===== config.mk =====
export PLATFORM = sky130hd
export DESIGN_NAME = phase_seq
export DESIGN_NICKNAME = d
export VERILOG_FILES = /design/src/rtl/phase_seq.sv
export SDC_FILE = /design/constraint.sdc
export NUM_CORES = 1
export LEC_CHECK = 0
export ABC_AREA = 1
export CAP_MARGIN = 20
export CORE_MARGIN = 2
export CORE_UTILIZATION = 25
export DETAILED_ROUTE_END_ITERATION = 16
export HOLD_SLACK_MARGIN = 0.15
export SYNTH_ARGS = -nofsm -noshare
export SYNTH_HDL_FRONTEND = slang
export SYNTH_SLANG_ARGS = --single-unit

===== constraint.sdc =====
create_clock -name clk -period 3.3 [get_ports clk]
set_clock_uncertainty 0.15 [all_clocks]
set_input_delay 0.66 -clock clk [delete_from_list [all_inputs] [get_ports clk]]
set_output_delay 0.66 -clock clk [all_outputs]
set_load 0.02 [all_outputs]

===== src/rtl/phase_seq.sv =====
// ============================================================================
// Module   : phase_seq
// Brief    : Multicycle phase sequencer with memory handshake and halt support.
// Revision : 1.0
// ============================================================================
`default_nettype none

module phase_seq #(
  parameter int PHASES    = 4,
  parameter int MEM_PHASE = 2,
  parameter int WAITW     = 4,
  parameter int CNTW      = 32,
  localparam int IW       = (PHASES > 1) ? $clog2(PHASES) : 1
) (
  input  logic              clk,
  input  logic              reset,
  input  logic              stall,
  input  logic              flush,
  input  logic              mem_en,
  input  logic              mem_ack,
  input  logic              halt_req,
  input  logic              resume,
  output logic [PHASES-1:0] curr_phase,
  output logic [IW-1:0]     phase_idx,
  output logic              mem_req,
  output logic              instr_done,
  output logic              halted,
  output logic              timeout,
  output logic [CNTW-1:0]   retire_cnt
);

  localparam logic [1:0] S_RUN      = 2'd0;
  localparam logic [1:0] S_MEM_WAIT = 2'd1;
  localparam logic [1:0] S_HALT     = 2'd2;
  localparam logic [1:0] S_ERR      = 2'd3;

  localparam logic [IW-1:0]    LAST_PHASE = IW'(PHASES - 1);
  localparam logic [IW-1:0]    MEM_IDX    = IW'(MEM_PHASE);
  // Timeout fires on the edge that would bring the counter to all-ones.
  localparam logic [WAITW-1:0] WAIT_LAST  = WAITW'((2 ** WAITW) - 2);

  logic [1:0]        state_q, state_d;
  logic [IW-1:0]     phase_q, phase_d;
  logic [PHASES-1:0] onehot_q, onehot_d;
  logic [WAITW-1:0]  wait_q, wait_d;
  logic [CNTW-1:0]   cnt_q, cnt_d;
  logic              mem_req_q, mem_req_d;
  logic              done_q, done_d;
  logic              halted_q, halted_d;
  logic              timeout_q, timeout_d;
  logic              retire;

  always_ff @(posedge clk or posedge reset) begin
    if (reset) begin
      state_q   <= S_RUN;
      phase_q   <= '0;
      onehot_q  <= PHASES'(1);
      wait_q    <= '0;
      cnt_q     <= '0;
      mem_req_q <= 1'b0;
      done_q    <= 1'b0;
      halted_q  <= 1'b0;
      timeout_q <= 1'b0;
    end else begin
      state_q   <= state_d;
      phase_q   <= phase_d;
      onehot_q  <= onehot_d;
      wait_q    <= wait_d;
      cnt_q     <= cnt_d;
      mem_req_q <= mem_req_d;
      done_q    <= done_d;
      halted_q  <= halted_d;
      timeout_q <= timeout_d;
    end
  end

  always_comb begin
    state_d = state_q;
    phase_d = phase_q;
    retire  = 1'b0;
    case (state_q)
      S_RUN: begin
        if (flush && (phase_q != '0)) begin
          phase_d = '0;
          retire  = 1'b1;
          if (halt_req) state_d = S_HALT;
        end else if (stall) begin
          phase_d = phase_q;
        end else if ((phase_q == '0) && halt_req) begin
          state_d = S_HALT;
        end else if ((phase_q == MEM_IDX) && mem_en) begin
          state_d = S_MEM_WAIT;
        end else if (phase_q == LAST_PHASE) begin
          phase_d = '0;
          retire  = 1'b1;
          if (halt_req) state_d = S_HALT;
        end else begin
          phase_d = phase_q + IW'(1);
        end
      end
      S_MEM_WAIT: begin
        if (mem_ack) begin
          state_d = S_RUN;
          if (MEM_IDX == LAST_PHASE) begin
            phase_d = '0;
            retire  = 1'b1;
            if (halt_req) state_d = S_HALT;
          end else begin
            phase_d = phase_q + IW'(1);
          end
        end else if (wait_q == WAIT_LAST) begin
          state_d = S_ERR;
        end
      end
      S_HALT: begin
        if (resume) state_d = S_RUN;
      end
      default: state_d = state_q;
    endcase
  end

  always_comb begin
    mem_req_d = (state_d == S_MEM_WAIT);
    halted_d  = (state_d == S_HALT);
    timeout_d = timeout_q | (state_d == S_ERR);
    done_d    = retire;
    cnt_d     = cnt_q + CNTW'(retire);
    onehot_d  = PHASES'(1) << phase_d;
    wait_d    = ((state_q == S_MEM_WAIT) && (state_d == S_MEM_WAIT)) ? wait_q + WAITW'(1) : '0;
  end

  assign curr_phase = onehot_q;
  assign phase_idx  = phase_q;
  assign mem_req    = mem_req_q;
  assign instr_done = done_q;
  assign halted     = halted_q;
  assign timeout    = timeout_q;
  assign retire_cnt = cnt_q;

endmodule

`default_nettype wire


==> flow_metrics.tcl, run 1 <==
set metrics [dict create \
    max_freq_ghz 0.364 \
    fin_crit_ns 2.75 \
    post-route-period-util 0.833 \
    ir_drop_v 0.000325 \
    synth_top_area_cell "dfrtp_1" \
    yosys-top-cells-area "dfrtp_1 (45%), nand2_1 (15%), inv_1 (4.8%)" \
    p_sw_frac 0.377 \
    path_clk_slew_ns 0.09 \
    ctsHoldBuffers 0 \
    start_kind "input pin" \
    clkPwrFrac 0.204 \
    powerDensity_nw_per_um2 546 \
    pre_cts_ws_ns 0.218 \
    n_antenna_cell 0 \
    hold_viol 0 \
    crit_fanout 6 \
    status "complete, no violations" \
    first_pass_iters 4 \
    syn_inst 310 \
    drt_iter0_markers 68 \
    grt_antenna_before_repair 0 \
    async_flop_share 1.00 \
    avgSynthCellArea_um2 8.35 \
    grt_max_degree 19 \
    worstSkewPairLatency_ns 0.31 \
    cts-root-buf "clkbuf_8" \
    fillCellCount 1104 \
    wl_per_cell_um 12.0 \
    track_usage 0.120 \
    drt.antenna.violating_nets 0 \
    cts_sinks 48 \
    area.growth.synth_to_final_pct 29.9 \
    start_util 0.254 \
    drive_gt1_frac 0.103 \
    coreArea_um2 10200 \
    r2r_start "phase_idx[0]" \
    cts_tree "built" \
    syn_nets 325 \
    rsz0062_at_grt "no" \
    min_path_cells 1 \
    reg2reg_to "retire_cnt[18]" \
    regToRegSetupSlack_ns 0.70 \
    hp-start "timeout" \
    yosysSeqAreaShare 0.464 \
    p_int_mw 1.15 \
    portBuffers 49 \
    grt-ovfl-total 0 \
    cts_max_path_buffers 2 \
    cellLeakagePower_nw 1.61 \
    setup_viol 0 \
    setup_tns_ns 0 \
    hpwlAfterDp_um 4900 \
    arrival_ns 2.78 \
    p_seq_frac 0.425 \
    h-tree-depth 2 \
    holdWs_ns 0.318 \
    syn_area_um2 2590 \
    cts_inserted_buffers 5 \
    wirelength_um 6050 \
    final_nets 383 \
    fp.dieArea_um2 11200 \
    fin_ws_ns 0.552 \
    report.final.slew_viol_count 0 \
    die_h_um 106 \
    combPwrFrac 0.372 \
    cts_setup_buffers 0 \
    synth_top_area_frac 0.454 \
    ctsResizeCount 0 \
    maxSlewHeadroom 0.746 \
    max_cap_viol_count 0 \
    hold_path_class "register to register" \
    yosysWarnings 0 \
    worstRegToRegCells 13 \
    ys.flop_type "dfrtp_1" \
    vias 2121 \
    num_rows 37 \
    viasPerCell 4.20 \
    pin_count 50 \
    worstHoldEndpoint "timeout" \
    ys_types 31 \
    chipWidth_um 106 \
    switchingPower_mw 0.692 \
    worst-slew-pin-transition_ns 0.380 \
    ys_seq_elements 48 \
    crit_required_ns 3.33 \
    grt_pass1_wl_um 10700 \
    synth-edff-count 0 \
    gp_congestion 0.894 \
    crit_type "input pin to register" \
    drc 0 \
    end_kind "register" \
    grt_pass1_vias 2238 \
]
-- area by class of cell --
| class | count | area [µm²] | area share |
|---|---|---|---|
| Tap cell | 136 | 170 | 0.0506 |
| Timing Repair Buffer | 51 | 505 | 0.150 |
| Sequential cell | 48 | 1200 | 0.358 |
| Clock inverter | 2 | 15.0 | 0.00446 |
| Multi-Input combinational cell | 224 | 1240 | 0.370 |
| Clock buffer | 6 | 82.6 | 0.0246 |
| Inverter | 38 | 143 | 0.0424 |
-- how the worst max path moves through the flow --
stage,from,to
2_1_floorplan,phase_idx[0],retire_cnt[18]
3_3_place_gp,stall,retire_cnt[18]
3_5_place_dp,stall,retire_cnt[18]
4_1_cts,stall,retire_cnt[18]
5_1_grt,stall,retire_cnt[18]
6_report,stall,retire_cnt[18]
-- power by group through the flow --
stage / combinational, mW / clock (mW) / sequential, mW
global route: 0.764 / 0.425 / 0.799
detailed placement: 0.691 / 0 / 0.792
floorplan: 0.313 / 0 / 0.895
global placement: 0.683 / 0 / 0.793
finish: 0.683 / 0.374 / 0.780
CTS: 0.694 / 0.392 / 0.783
-- sequential cells by signal, indices dropped and copies added (netlist names) --
| name | flops |
|---|---|
| retire_cnt | 32 |
| curr_phase | 4 |
| wait_q | 4 |
| phase_idx | 2 |
| state_q | 2 |
| halted | 1 |
| instr_done | 1 |
| mem_req | 1 |
| timeout | 1 |
-- worst max-delay path, cell delays in order --
cell             delay [ns]
clkdlybuf4s50_1        0.44
inv_1                  0.15
nand2_1                0.07
a21oi_1                0.19
ha_1                   0.27
ha_1                   0.26
nand3_4                0.14
nor2_8                 0.14
nand2_4                0.11
nor2_8                 0.15
nand2_4                0.06
xnor2_2                0.13
-- synth_stat cells, types with 2 or more instances --
| cell type | number |
|---|---|
| nand2_1 | 103 |
| dfrtp_1 | 47 |
| inv_1 | 33 |
| nor2_1 | 33 |
| xor2_1 | 12 |
| nand3_1 | 11 |
| nand4_1 | 9 |
| nand3b_1 | 8 |
| ha_1 | 7 |
| nor2_2 | 5 |
| xnor2_1 | 5 |
| a21oi_1 | 4 |
| inv_2 | 4 |
| nor3_1 | 4 |
| nand2_2 | 3 |
| nand2_4 | 2 |
| nand3_4 | 2 |
| nor2_8 | 2 |
| nor3_2 | 2 |
| nor3_4 | 2 |
| o21ai_0 | 2 |
-- routing by layer --
| metal | vias to the layer above | track usage | share of wire |
|---|---|---|---|
| li1 | 1083 | - | - |
| met1 | 985 | 0.151 | 0.46 |
| met2 | 49 | 0.202 | 0.49 |
| met3 | 4 | 0.0309 | 0.043 |
| met4 | 0 | 0.0320 | 0.0091 |
| met5 | - | 0 | 0 |
-- cells by family (layout without fill, tap and decap cells) --
group                      count (synthesis)  in the layout  synth area share
and+or+nand+nor                          189            189             0.359
DFF                                       48             48             0.464
xor gates and xnor gates                  18             18            0.0638
AOI/OAI and AO/OA                         10             10            0.0242
adders and majority gates                  7              7            0.0338
buffers and inverters                     38             97            0.0551
-- metrics by stage --
stage	instances	area [µm²]	total power [mW]	util
floorplan	310	2590	1.21	-
global placement	497	3270	1.48	0.321
finish	505	3360	1.84	0.330
detailed placement	497	3270	1.48	0.321
CTS	505	3360	1.87	0.330
global route	505	3360	1.99	0.330
-- cells in the final DEF, fill, tap and decap left out, types with 3 or more instances in the layout --
cell type	count
nand2_1	103
clkdlybuf4s50_1	49
dfrtp_1	47
nor2_1	33
inv_1	32
xor2_1	12
nand3_1	11
nand4_1	9
nand3b_1	8
ha_1	7
clkbuf_8	6
nor2_2	5
inv_2	5
xnor2_1	5
a21oi_1	4
nor3_1	4
nand2_2	3
No activity file was read; power rests on OpenSTA's default activity.
==> inputs of run 2 (changes only) <==
==> constraint.sdc (replaced) <==
create_clock -name clk -period 2.5 [get_ports clk]
set_clock_uncertainty 0.15 [all_clocks]
set_input_delay 0.5 -clock clk [delete_from_list [all_inputs] [get_ports clk]]
set_output_delay 0.5 -clock clk [all_outputs]
set_load 0.02 [all_outputs]
==> run 2 against run 1 <==
Effect of this change:
- sequential cell count unchanged
- largest power group unchanged
- cell area up 4.1%
- via count up 4.7%
- routed wire length up 4.1%
- clock power up 50%
- setup slack worse by 0.42 ns
==> flow_metrics.tcl, run 2 (same netlist as run 1, synthesis figures left out) <==
set metrics [dict create \
    worstHoldEndpoint "timeout" \
    coreArea_um2 10200 \
    worst-slew-pin-transition_ns 0.333 \
    power.total_mw 2.58 \
    hp-start "timeout" \
    cts-root-buf "clkbuf_8" \
    top_layer "met4" \
    wl_met3_um 303 \
    post-route-period-util 0.947 \
    final_nets 396 \
    arrival_ns 2.41 \
    drt_iter0_markers 78 \
    maxSlewHeadroom 0.777 \
    status "complete, no violations" \
    final_util 0.344 \
    wl_met2_um 3130 \
    report.final.slew_viol_count 0 \
    p_seq_frac 0.399 \
    cts_tree "built" \
    setup_viol 0 \
    area.growth.synth_to_final_pct 35.2 \
    max_freq_ghz 0.422 \
    fin_crit_ns 2.37 \
    regArea_um2 1200 \
    grt_pass1_wl_um 10900 \
    powerDensity_nw_per_um2 737 \
    track_usage 0.121 \
    grt-ovfl-total 0 \
    wl_per_cell_um 12.1 \
    wl_met1_um 2770 \
    crit_required_ns 2.54 \
    mostFrequentLayoutCell "nand2_1" \
    switchingPower_mw 0.936 \
    cts_inserted_buffers 5 \
    reg2reg_to "retire_cnt[18]" \
    drc 0 \
    grt_antenna_before_repair 0 \
    cts_max_path_buffers 2 \
    finalInstanceArea_um2 3500 \
    gp_congestion 0.898 \
    grt_max_degree 49 \
    hold_viol 0 \
    grt_pass1_vias 2254 \
    portBuffers 49 \
    n_antenna_cell 0 \
    place_area_um2 3350 \
    mostFrequentLayoutCells "nand2_1 (103), clkdlybuf4s50_1 (49), dfrtp_1 (46)" \
    pin_count 50 \
    ctsHoldBuffers 0 \
    multi_input_area_um2 1260 \
    end_kind "register" \
    drive_gt1_frac 0.147 \
    first_pass_iters 4 \
    start_util 0.254 \
    combPwrFrac 0.384 \
    rsz0062_at_grt "yes" \
    worstSkewPairLatency_ns 0.30 \
    p_int_mw 1.64 \
    wirelength_um 6290 \
    regToRegSetupSlack_ns 0.13 \
    clkPwrFrac 0.217 \
    cellLeakagePower_nw 1.69 \
    largest_reg_flops 32 \
    fillCellCount 1055 \
    chipWidth_um 106 \
    path_clk_slew_ns 0.09 \
    r2r_start "phase_idx[0]" \
    start_kind "register" \
    max_cap_viol_count 0 \
    h-tree-depth 2 \
    crit_fanout 6 \
    num_rows 37 \
    hpwlAfterDp_um 4900 \
    p_sw_frac 0.363 \
    vias 2220 \
    drt.antenna.violating_nets 0 \
    min_path_cells 1 \
    cts_sinks 48 \
    viasPerCell 4.29 \
    ir_drop_v 0.000440 \
    fp.dieArea_um2 11200 \
    die_h_um 106 \
    worstRegToRegCells 13 \
    crit_type "register to register" \
    hold_path_class "register to register" \
]
-- run 2: changes by cell type in the layout (fill, tap and decap cells not counted), sizes merged --
cell	previous run	this run
buf	2	15
clkinvlp	2	0
bufinv	0	1
clkinv	1	2
-- run 2: worst max-delay path by stage --
stage / startpoint / endpoint / slack (ns)
global placement: stall / retire_cnt[16] / -0.18
global route: phase_idx[0] / retire_cnt[20] / -0.06
floorplan: phase_idx[0] / retire_cnt[18] / 0.02
CTS: phase_idx[0] / retire_cnt[18] / 0.06
detailed placement: stall / retire_cnt[18] / -0.20
finish: phase_idx[0] / retire_cnt[18] / 0.13
-- run 2: worst max-delay path, stage by stage (launching register included) --
cell     delay (ns)
dfrtp_1        0.40
inv_2          0.07
ha_2           0.20
inv_1          0.05
nand2_1        0.07
a21oi_2        0.18
ha_2           0.20
ha_2           0.20
nand3_4        0.13
nor2_8         0.12
nand2_4        0.10
nor2_8         0.18
nand2_4        0.06
xnor2_2        0.13
-- run 2: cell type report --
type,instances,share of cell area
clock buffers,6,0.0207
repair buffers,64,0.176
clock inverters,2,0.0100
flip-flops and latches,48,0.344
inverters,38,0.0407
well taps,136,0.0486
multi-input cells,224,0.360
-- run 2: per-stage QoR --
stage | cells | setup WS, ns | hold WS [ns] | TNS [ns]
2_1_floorplan | 310 | 0.0162 | 0.303 | 0
3_3_place_gp | 507 | -0.177 | 0.296 | -1.32
3_5_place_dp | 507 | -0.200 | 0.299 | -1.70
4_1_cts | 515 | 0.0628 | 0.323 | 0
5_1_grt | 518 | -0.0556 | 0.346 | -0.162
6_report | 518 | 0.133 | 0.316 | 0
-- run 2: repair_timing --
action,CTS,global route
pin swaps,0,3
setup buffers,0,3
endpoints found under the hold margin,0,0
resized for setup,1,6
setup endpoints to repair,1,10
-- run 2: power groups by stage --
stage / clock network [mW] / registers [mW] / logic (mW)
finish: 0.560 / 1.03 / 0.990
global route: 0.617 / 1.05 / 1.10
CTS: 0.589 / 1.03 / 0.967
detailed placement: 0 / 1.04 / 0.957
global placement: 0 / 1.05 / 0.939
floorplan: 0 / 1.18 / 0.413
-- run 2: layer usage --
| metal | vias to the layer above | track usage |
|---|---|---|
| met5 | - | 0 |
| li1 | 1106 | - |
| met4 | 0 | 0.0329 |
| met2 | 60 | 0.208 |
| met1 | 1046 | 0.152 |
| met3 | 8 | 0.0291 |
==> inputs of run 3 (changes only) <==
--- a/config.mk
+++ b/config.mk
@@ -7,8 +7,9 @@
 export LEC_CHECK = 0
 export ABC_AREA = 1
 export CAP_MARGIN = 20
+export CORE_ASPECT_RATIO = 1.75
 export CORE_MARGIN = 2
-export CORE_UTILIZATION = 25
+export CORE_UTILIZATION = 30
 export DETAILED_ROUTE_END_ITERATION = 16
 export HOLD_SLACK_MARGIN = 0.15
 export SYNTH_ARGS = -nofsm -noshare
==> run 3 against run 2 <==
Effect of this change:
- routed wire length rose by 3.6%
- critical path depth did not move
- fmax hardly changed
- clock-buffer cell count grew 2
- clock power increased by 16%
- register-to-register slack about the same
- cell area fell by 0.54%
- global-route usage rose by 3.0 points
- power increased by 3.3%
- via count decreased by 0.18%
- setup slack is essentially flat
- largest power group unchanged
==> flow_metrics.tcl, run 3 (same netlist as run 1, synthesis figures left out) <==
set metrics [dict create \
    arrival_ns 2.39 \
    wl_per_cell_um 13.2 \
    crit_slowest_cell "dfrtp_1" \
    track_usage 0.151 \
    cts-root-buf "clkbuf_16" \
    crit_chain "inv_1 > ha_2 > inv_1 > nand2_1 > a21oi_2 > ha_2 > ha_2 > nand3_4 > nor2_8 > nand2_4 > nor2_8 > nand2_4 > xnor2_2" \
    fillCellCount 867 \
    grt_pass1_wl_um 10600 \
    combPwrFrac 0.367 \
    crit_required_ns 2.53 \
    worst-slew-pin-transition_ns 0.381 \
    coreArea_um2 8370 \
    p_seq_frac 0.389 \
    cts_sinks 48 \
    worstSkewPairLatency_ns 0.29 \
    post-route-period-util 0.947 \
    largest_reg_flops 32 \
    gp_congestion 0.903 \
    start_kind "register" \
    hpwlAfterDp_um 5160 \
    crit_type "register to register" \
    cts_tree "built" \
    n_antenna_cell 0 \
    grt-ovfl-total 0 \
    fin_crit_ns 2.37 \
    start_util 0.310 \
    ctsHoldBuffers 0 \
    pin_count 50 \
    drt_iter0_markers 73 \
    pre_cts_ws_ns -0.161 \
    fin_ws_ns 0.133 \
    cellLeakagePower_nw 1.68 \
    setup_viol 0 \
    slowest_delay_ns 0.37 \
    setup_tns_ns 0 \
    hold_path_class "register to register" \
    cts_max_path_buffers 2 \
    mostFrequentLayoutCell "nand2_1" \
    vias 2216 \
    powerDensity_nw_per_um2 766 \
    wirelength_um 6520 \
    drive_gt1_frac 0.134 \
    num_rows 44 \
    end_kind "register" \
    status "complete, no violations" \
    max_freq_ghz 0.423 \
    place_area_um2 3330 \
    area.growth.synth_to_final_pct 34.5 \
    h-tree-depth 2 \
    crit_fanout 6 \
    final_nets 394 \
    drt.antenna.violating_nets 0 \
    grt_max_degree 33 \
    chipWidth_um 74.2 \
    fp.dieArea_um2 9420 \
    ir_drop_v 0.000688 \
    cts_inserted_buffers 5 \
    p_int_mw 1.71 \
    report.final.slew_viol_count 0 \
    switchingPower_mw 0.959 \
    grt_pass1_vias 2261 \
    die_h_um 127 \
    viasPerCell 4.48 \
    clkPwrFrac 0.244 \
    drc 0 \
    finalInstanceArea_um2 3480 \
    path_clk_slew_ns 0.06 \
    grt_antenna_before_repair 0 \
    maxSlewHeadroom 0.746 \
    first_pass_iters 4 \
    max_cap_viol_count 0 \
    hold_viol 0 \
    p_sw_frac 0.360 \
    portBuffers 49 \
    mostFrequentLayoutCells "nand2_1 (103), clkdlybuf4s50_1 (49), dfrtp_1 (46)" \
    cp_common_cell "ha_2" \
]
==> run 3: cell types whose count changed in the layout (fill, tap and decap cells not counted) <==
cell	previous run	this run
nor3_4	3	2
bufinv_16	1	0
inv_2	6	5
nor3_2	1	2
buf_4	14	12
clkbuf_1	1	3
clkinv_2	1	0
clkbuf_16	0	5
inv_1	31	32
clkbuf_8	5	0
==> run 3: per-stage QoR <==
step	instances	power, mW	hold slack, ns	util
floorplan	310	1.59	0.303	-
global route	495	2.84	0.359	0.416
finish	495	2.67	0.329	0.416
CTS	494	2.68	0.336	0.414
detailed placement	486	2.01	0.317	0.398
global placement	486	1.99	0.306	0.398
==> run 3: what timing repair did <==
action,in CTS,in global routing
endpoints found under the hold margin,0,0
gates resized for setup,0,5
setup buffers,0,1
setup endpoints to repair,0,6
==> run 3: power by group through the flow <==
stage	clock network, mW	registers [mW]	logic, mW
2_1_floorplan	0	1.18	0.413
3_3_place_gp	0	1.05	0.939
3_5_place_dp	0	1.05	0.957
4_1_cts	0.675	1.04	0.962
5_1_grt	0.701	1.06	1.08
6_report	0.650	1.04	0.978
==> run 3: worst max-delay path, delay by kind of cell (launching register included) <==
kind                       cells  cell delay (ns)
xor gates and xnor gates       1             0.13
adders and majority gates      3             0.63
and+or+nand+nor                6             0.66
AOI/OAI and AO/OA              1             0.17
buffers and inverters          2             0.16
DFF                            1             0.37
==> run 3: path summary, 6_finish.rpt <==
check | start | end | slack (ns) | depth (start not counted)
max | phase_idx[0] | retire_cnt[18] | 0.13 | 13
min | timeout | timeout | 0.33 | 1
max reg2reg | phase_idx[0] | retire_cnt[18] | 0.13 | 13
min reg2reg | timeout | timeout | 0.33 | 1
max in group asynchronous | reset | curr_phase[0] | 1.26 | 3
min in group asynchronous | reset | retire_cnt[13] | 0.36 | 2
==> run 3: layout make-up <==
type	instances	area (µm²)	area share
Inverter	38	143	0.0409
Multi-Input combinational cell	224	1260	0.361
Timing Repair Buffer	62	601	0.172
Sequential cell	48	1200	0.346
Clock buffer	8	136	0.0392
Tap cell	115	144	0.0413
==> run 3: per-layer routing <==
| metal | global-route usage | part of all wire |
|---|---|---|
| met1 | 0.152 | 0.36 |
| met2 | 0.271 | 0.56 |
| met3 | 0.0421 | 0.051 |
| met4 | 0.0777 | 0.035 |
| met5 | 0 | 0 |
